==> src/rtl/bram_arbiter.sv <==
// bram_arbiter: two-port round-robin access sequencer for one single-port 512x32 BRAM.
// Define BRAM_ARB_PARITY_EN to drive byte parity on bram_dip and check bram_dop on reads.
module bram_arbiter #(
    parameter int ADDR_W = 9,
    parameter int DATA_W = 32,
    parameter bit RR     = 1'b1
) (
    input  logic              clk,
    input  logic              rst,
    input  logic              req0,
    input  logic              req1,
    input  logic              we0,
    input  logic              we1,
    input  logic [ADDR_W-1:0] addr0,
    input  logic [ADDR_W-1:0] addr1,
    input  logic [DATA_W-1:0] wdata0,
    input  logic [DATA_W-1:0] wdata1,
    output logic              gnt0,
    output logic              gnt1,
    output logic              done0,
    output logic              done1,
    output logic [DATA_W-1:0] rdata0,
    output logic [DATA_W-1:0] rdata1,
    output logic              perr0,
    output logic              perr1,
    output logic              bram_en,
    output logic              bram_we,
    output logic [ADDR_W-1:0] bram_addr,
    output logic [DATA_W-1:0] bram_di,
    output logic [3:0]        bram_dip,
    input  logic [DATA_W-1:0] bram_do,
    input  logic [3:0]        bram_dop
);

    typedef enum logic [1:0] {
        IDLE    = 2'd0,
        ISSUE   = 2'd1,
        CAPTURE = 2'd2
    } state_t;

    state_t              state_q;
    logic                last_q;
    logic                id_q;
    logic                wr_q;
    logic                gnt0_q, gnt1_q;
    logic                done0_q, done1_q;
    logic                perr0_q, perr1_q;
    logic [DATA_W-1:0]   rdata0_q, rdata1_q;
    logic                bram_en_q, bram_we_q;
    logic [ADDR_W-1:0]   bram_addr_q;
    logic [DATA_W-1:0]   bram_di_q;
    logic [3:0]          bram_dip_q;

    logic                arb_ok;
    logic                win_d;
    logic                we_d;
    logic [ADDR_W-1:0]   addr_d;
    logic [DATA_W-1:0]   di_d;
    logic [3:0]          dip_d;
    logic                rd_perr;

`ifdef BRAM_ARB_PARITY_EN
    function automatic logic [3:0] bpar(input logic [31:0] d);
        logic [3:0] p;
        for (int i = 0; i < 4; i++) begin
            p[i] = ^d[8*i +: 8];
        end
        return p;
    endfunction

    assign dip_d   = bpar(di_d);
    assign rd_perr = (bpar(bram_do) != bram_dop);
`else
    logic unused_dop;

    assign unused_dop = ^bram_dop;
    assign dip_d      = 4'd0;
    assign rd_perr    = 1'b0;
`endif

    // On a tie the port that did not win last time goes next (RR), else port 0.
    assign arb_ok = (req0 | req1) && (state_q != ISSUE);
    assign win_d  = (req0 & req1) ? (RR ? ~last_q : 1'b0) : req1;
    assign we_d   = win_d ? we1 : we0;
    assign addr_d = win_d ? addr1 : addr0;
    assign di_d   = win_d ? wdata1 : wdata0;

    always_ff @(posedge clk or posedge rst) begin
        if (rst) begin
            state_q     <= IDLE;
            last_q      <= 1'b1;
            id_q        <= 1'b0;
            wr_q        <= 1'b0;
            gnt0_q      <= 1'b0;
            gnt1_q      <= 1'b0;
            done0_q     <= 1'b0;
            done1_q     <= 1'b0;
            perr0_q     <= 1'b0;
            perr1_q     <= 1'b0;
            rdata0_q    <= '0;
            rdata1_q    <= '0;
            bram_en_q   <= 1'b0;
            bram_we_q   <= 1'b0;
            bram_addr_q <= '0;
            bram_di_q   <= '0;
            bram_dip_q  <= 4'd0;
        end else begin
            gnt0_q  <= 1'b0;
            gnt1_q  <= 1'b0;
            done0_q <= 1'b0;
            done1_q <= 1'b0;
            perr0_q <= 1'b0;
            perr1_q <= 1'b0;
            unique case (state_q)
                IDLE: state_q <= IDLE;
                ISSUE: begin
                    bram_en_q <= 1'b0;
                    bram_we_q <= 1'b0;
                    state_q   <= CAPTURE;
                end
                CAPTURE: begin
                    state_q <= IDLE;
                    if (id_q) begin
                        done1_q <= 1'b1;
                        if (!wr_q) begin
                            rdata1_q <= bram_do;
                            perr1_q  <= rd_perr;
                        end
                    end else begin
                        done0_q <= 1'b1;
                        if (!wr_q) begin
                            rdata0_q <= bram_do;
                            perr0_q  <= rd_perr;
                        end
                    end
                end
                default: state_q <= IDLE;
            endcase
            // A new grant overrides the idle fallback chosen above.
            if (arb_ok) begin
                bram_en_q   <= 1'b1;
                bram_we_q   <= we_d;
                bram_addr_q <= addr_d;
                bram_di_q   <= di_d;
                bram_dip_q  <= dip_d;
                gnt0_q      <= ~win_d;
                gnt1_q      <= win_d;
                id_q        <= win_d;
                wr_q        <= we_d;
                last_q      <= win_d;
                state_q     <= ISSUE;
            end
        end
    end

    assign gnt0      = gnt0_q;
    assign gnt1      = gnt1_q;
    assign done0     = done0_q;
    assign done1     = done1_q;
    assign perr0     = perr0_q;
    assign perr1     = perr1_q;
    assign rdata0    = rdata0_q;
    assign rdata1    = rdata1_q;
    assign bram_en   = bram_en_q;
    assign bram_we   = bram_we_q;
    assign bram_addr = bram_addr_q;
    assign bram_di   = bram_di_q;
    assign bram_dip  = bram_dip_q;

endmodule

==> config.mk <==
export PLATFORM = sky130hd
export DESIGN_NAME = bram_arbiter
export DESIGN_NICKNAME = d
export VERILOG_FILES = /design/src/rtl/bram_arbiter.sv
export SDC_FILE = /design/constraint.sdc
export NUM_CORES = 1
export LEC_CHECK = 0
export ABC_AREA = 1
export BUFFER_PORTS_ARGS = -buffer_cell sky130_fd_sc_hd__clkbuf_2
export CORE_ASPECT_RATIO = 1.4
export CORE_MARGIN = 2
export CORE_UTILIZATION = 40
export CTS_BUF_LIST = sky130_fd_sc_hd__clkbuf_4
export CTS_CLUSTER_SIZE = 25
export DETAILED_ROUTE_END_ITERATION = 12
export HOLD_SLACK_MARGIN = 0.15
export PLACE_DENSITY = 0.7
export REMOVE_ABC_BUFFERS = 1
export SYNTH_ARGS = -nofsm -noshare
export SYNTH_HDL_FRONTEND = slang
export SYNTH_SLANG_ARGS = --single-unit
==> constraint.sdc <==
create_clock -name clk -period 10.4 [get_ports clk]
set_input_delay 2.08 -clock clk [delete_from_list [all_inputs] [get_ports clk]]
set_output_delay 2.08 -clock clk [all_outputs]
set_load 0.01 [all_outputs]
==> results.toml <==
[route]
routed-via-count = 4476
ant_nets = 0
routed_wl_um = 12980
post_drt_wl_per_cell_um = 13.24
drtIter0Drc = 136
detail_route.drc_violations = 0
viasPerCell = 4.567
drt_first_pass_iters = 4

[sta]
slew_viol_final = 0
final.setup_skew_ns = 0.01272
rsz0062_at_grt = "no"
finalSetupViolCount = 0
timing_hold_violations_final = 0
slew-limit-headroom_pct = 40.53
layout_worst_path_cycle_share_pct = 35.31
worstMarginPinSlew_ns = 0.8889
setup_tns_ns = 0
achievable-frequency_ghz = 0.2723
period_needed_ns = 3.672

[logic_synthesis]
synthArstFlopShare_pct = 100.0
synth_area_leaders = "sky130_fd_sc_hd__dfrtp_1, sky130_fd_sc_hd__nand2_1, sky130_fd_sc_hd__o21ai_2, sky130_fd_sc_hd__inv_1, sky130_fd_sc_hd__nand3_1"
dominantRegCellSynth = "sky130_fd_sc_hd__dfrtp_1"
synth_largest_type_area_fraction_pct = 54.23
synth_cells = 596
netlist_area_um2 = 5306
synth_top_area_cell = "sky130_fd_sc_hd__dfrtp_1"
synth_edf_count = 0
synth.yosys.seq_area_share_pct = 54.73
ys_top_cells_by_count = "sky130_fd_sc_hd__nand2_1, sky130_fd_sc_hd__dfrtp_1, sky130_fd_sc_hd__inv_1"
syn_area_per_cell_um2 = 8.903
synth.most_common_cell = "sky130_fd_sc_hd__nand2_1"
post_synth_num_cell_types = 24
postSynthRegisterBits = 116
ys.warnings.count = 0

[pwr]
ir_worst_vdd_mv = 0.09732
power.density_nw_per_um2 = 292.1
fin_total_pwr_mw = 1.959
p_leak_nw = 3.942

[clocking]
clk_pin_slew_ns = 0.11
setup_fix_bufs_post_cts = 0
root_buffer = "sky130_fd_sc_hd__clkbuf_4"
h_tree_lvl_count = 4
tritoncts = "done"
clock_path_buffers = 2
clock_sink_count = 116
cts_resizes = 0
tritoncts_buffer_count = 17
hold_buffers = 0
insertion_delay_ns = 0.51

[critical_path]
critical_path.max_fanout = 44
endpoint_kind = "register"
worst_r2r_path_depth = 5
cp.required_ns = 10.83
critical_path.startpoint_type = "input pin"
setup.worst_path.class = "in -> reg"
cp_data_arrival_time_ns = 4.10

[layout]
fin_util_pct = 52.08
area_growth_pct = 26.36
fillers = 1277
final_layout_size_suffix_gt1_share_pct = 37.65
instances_no_fill = 980
finish.instance_area_um2 = 6705
nets = 937

[place]
postPlaceCellArea_um2 = 6367
dp.final_hpwl_um = 8940
dp.cells = 947
portBuffers = 230
routabilityCongestion = 0.7658

[floorplan]
die-height_um = 140.3
starting_density_pct = 41.21
core_area_um2 = 12870
io_pins = 241
dieWidth_um = 101.3
number_of_placement_rows = 49
die_area_um2 = 14220

[global_routing]
grt_pass1_wl_um = 20800
grt_start_max_net_pins = 65
antenna_violations_before_repair = 1
first_global_vias = 4305
grt_overflow_total = 0
grt.total_usage_pct = 18.67

[hold_path]
min_delay_path_depth = 1
hold_path_class = "reg -> reg"

[run]
cap_viol_max_count = 0

[status]
outcome = "complete, no violations"
==> where the power goes <==
| group | total [mW] | switching (mW) | leakage [nW] | internal, mW |
|---|---|---|---|---|
| logic | 0.788 | 0.486 | 2.34 | 0.301 |
| registers | 0.789 | 0.119 | 1.42 | 0.670 |
| clock network | 0.382 | 0.185 | 0.182 | 0.197 |
==> final timing paths <==
path,start,endpoint,slack [ns]
setup / recovery,req0,id_q,6.73
hold / removal,id_q,done0,0.45
setup reg to reg,last_q,id_q,7.99
hold reg to reg,id_q,done0,0.45
max in group asynchronous,rst,rdata0[25],7.49
min in group asynchronous,rst,rdata1[6],1.66
==> metal layers <==
layer | global-route usage [%] | wire length [um] | up-vias
met3 | 5.539 | 1041 | 19
met4 | 7.183 | 272 | 0
met1 | 22.38 | 5491 | 1989
met2 | 31.27 | 6170 | 187
met5 | 0 | 0 | -
li1 | - | - | 2281
==> through the flow <==
step                      worst slack, ns  hold WS, ns
after floorplan                     5.249       0.4230
after global placement              6.122       0.4361
after detailed placement            6.112       0.4353
after CTS                           6.678       0.4462
after global routing                6.461       0.4942
final                               6.728       0.4512
==> cells in the final DEF (no fill, tap or decap), drive strengths merged, types with 2 or more instances in the layout <==
cell,Yosys,routed
nand3,42,42
bufinv,0,4
dfrtp,115,115
inv,66,70
buf,36,2
o21ai,65,65
nor2,9,9
clkbuf,3,248
nand3b,26,26
nand2,229,229
conb,1,6
a21oi,2,2
clkinv,0,6
==> registers in the layout, indices dropped and copies added (netlist names), 2 cells and up <==
register	flops
rdata0	32
state_q	2
bram_addr	9
rdata1	32
bram_di	32
==> final cells by class <==
class,count,area (um2),share of cell area [%]
flip-flops and latches,116,2904,43.31
well taps,153,191.4,2.855
inverters,66,255.2,3.807
multi-input cells,380,1851,27.60
repair buffers,232,1166,17.39
clock inverters,14,200.2,2.986
clock buffers,18,135.1,2.015
diodes,1,2.502,0.03732
==> critical path, stage by stage <==
cell	delay [ns]
sky130_fd_sc_hd__clkbuf_2	0.11
sky130_fd_sc_hd__nand2_2	0.65
sky130_fd_sc_hd__nand2_2	0.75
sky130_fd_sc_hd__nor2_1	0.34
sky130_fd_sc_hd__inv_1	0.09
sky130_fd_sc_hd__o21ai_0	0.07
==> cell families (layout without fill, tap and decap cells) <==
kind of cell,Yosys count,in the layout,share of synthesized area (%)
AND/OR/NAND/NOR,306,306,25.58
flip-flops,116,116,54.73
buffers and inverters,105,330,10.75
AO/OA/AOI/OAI,68,68,8.866
other,1,7,0.07067
Power figures use the tool's default switching activity.
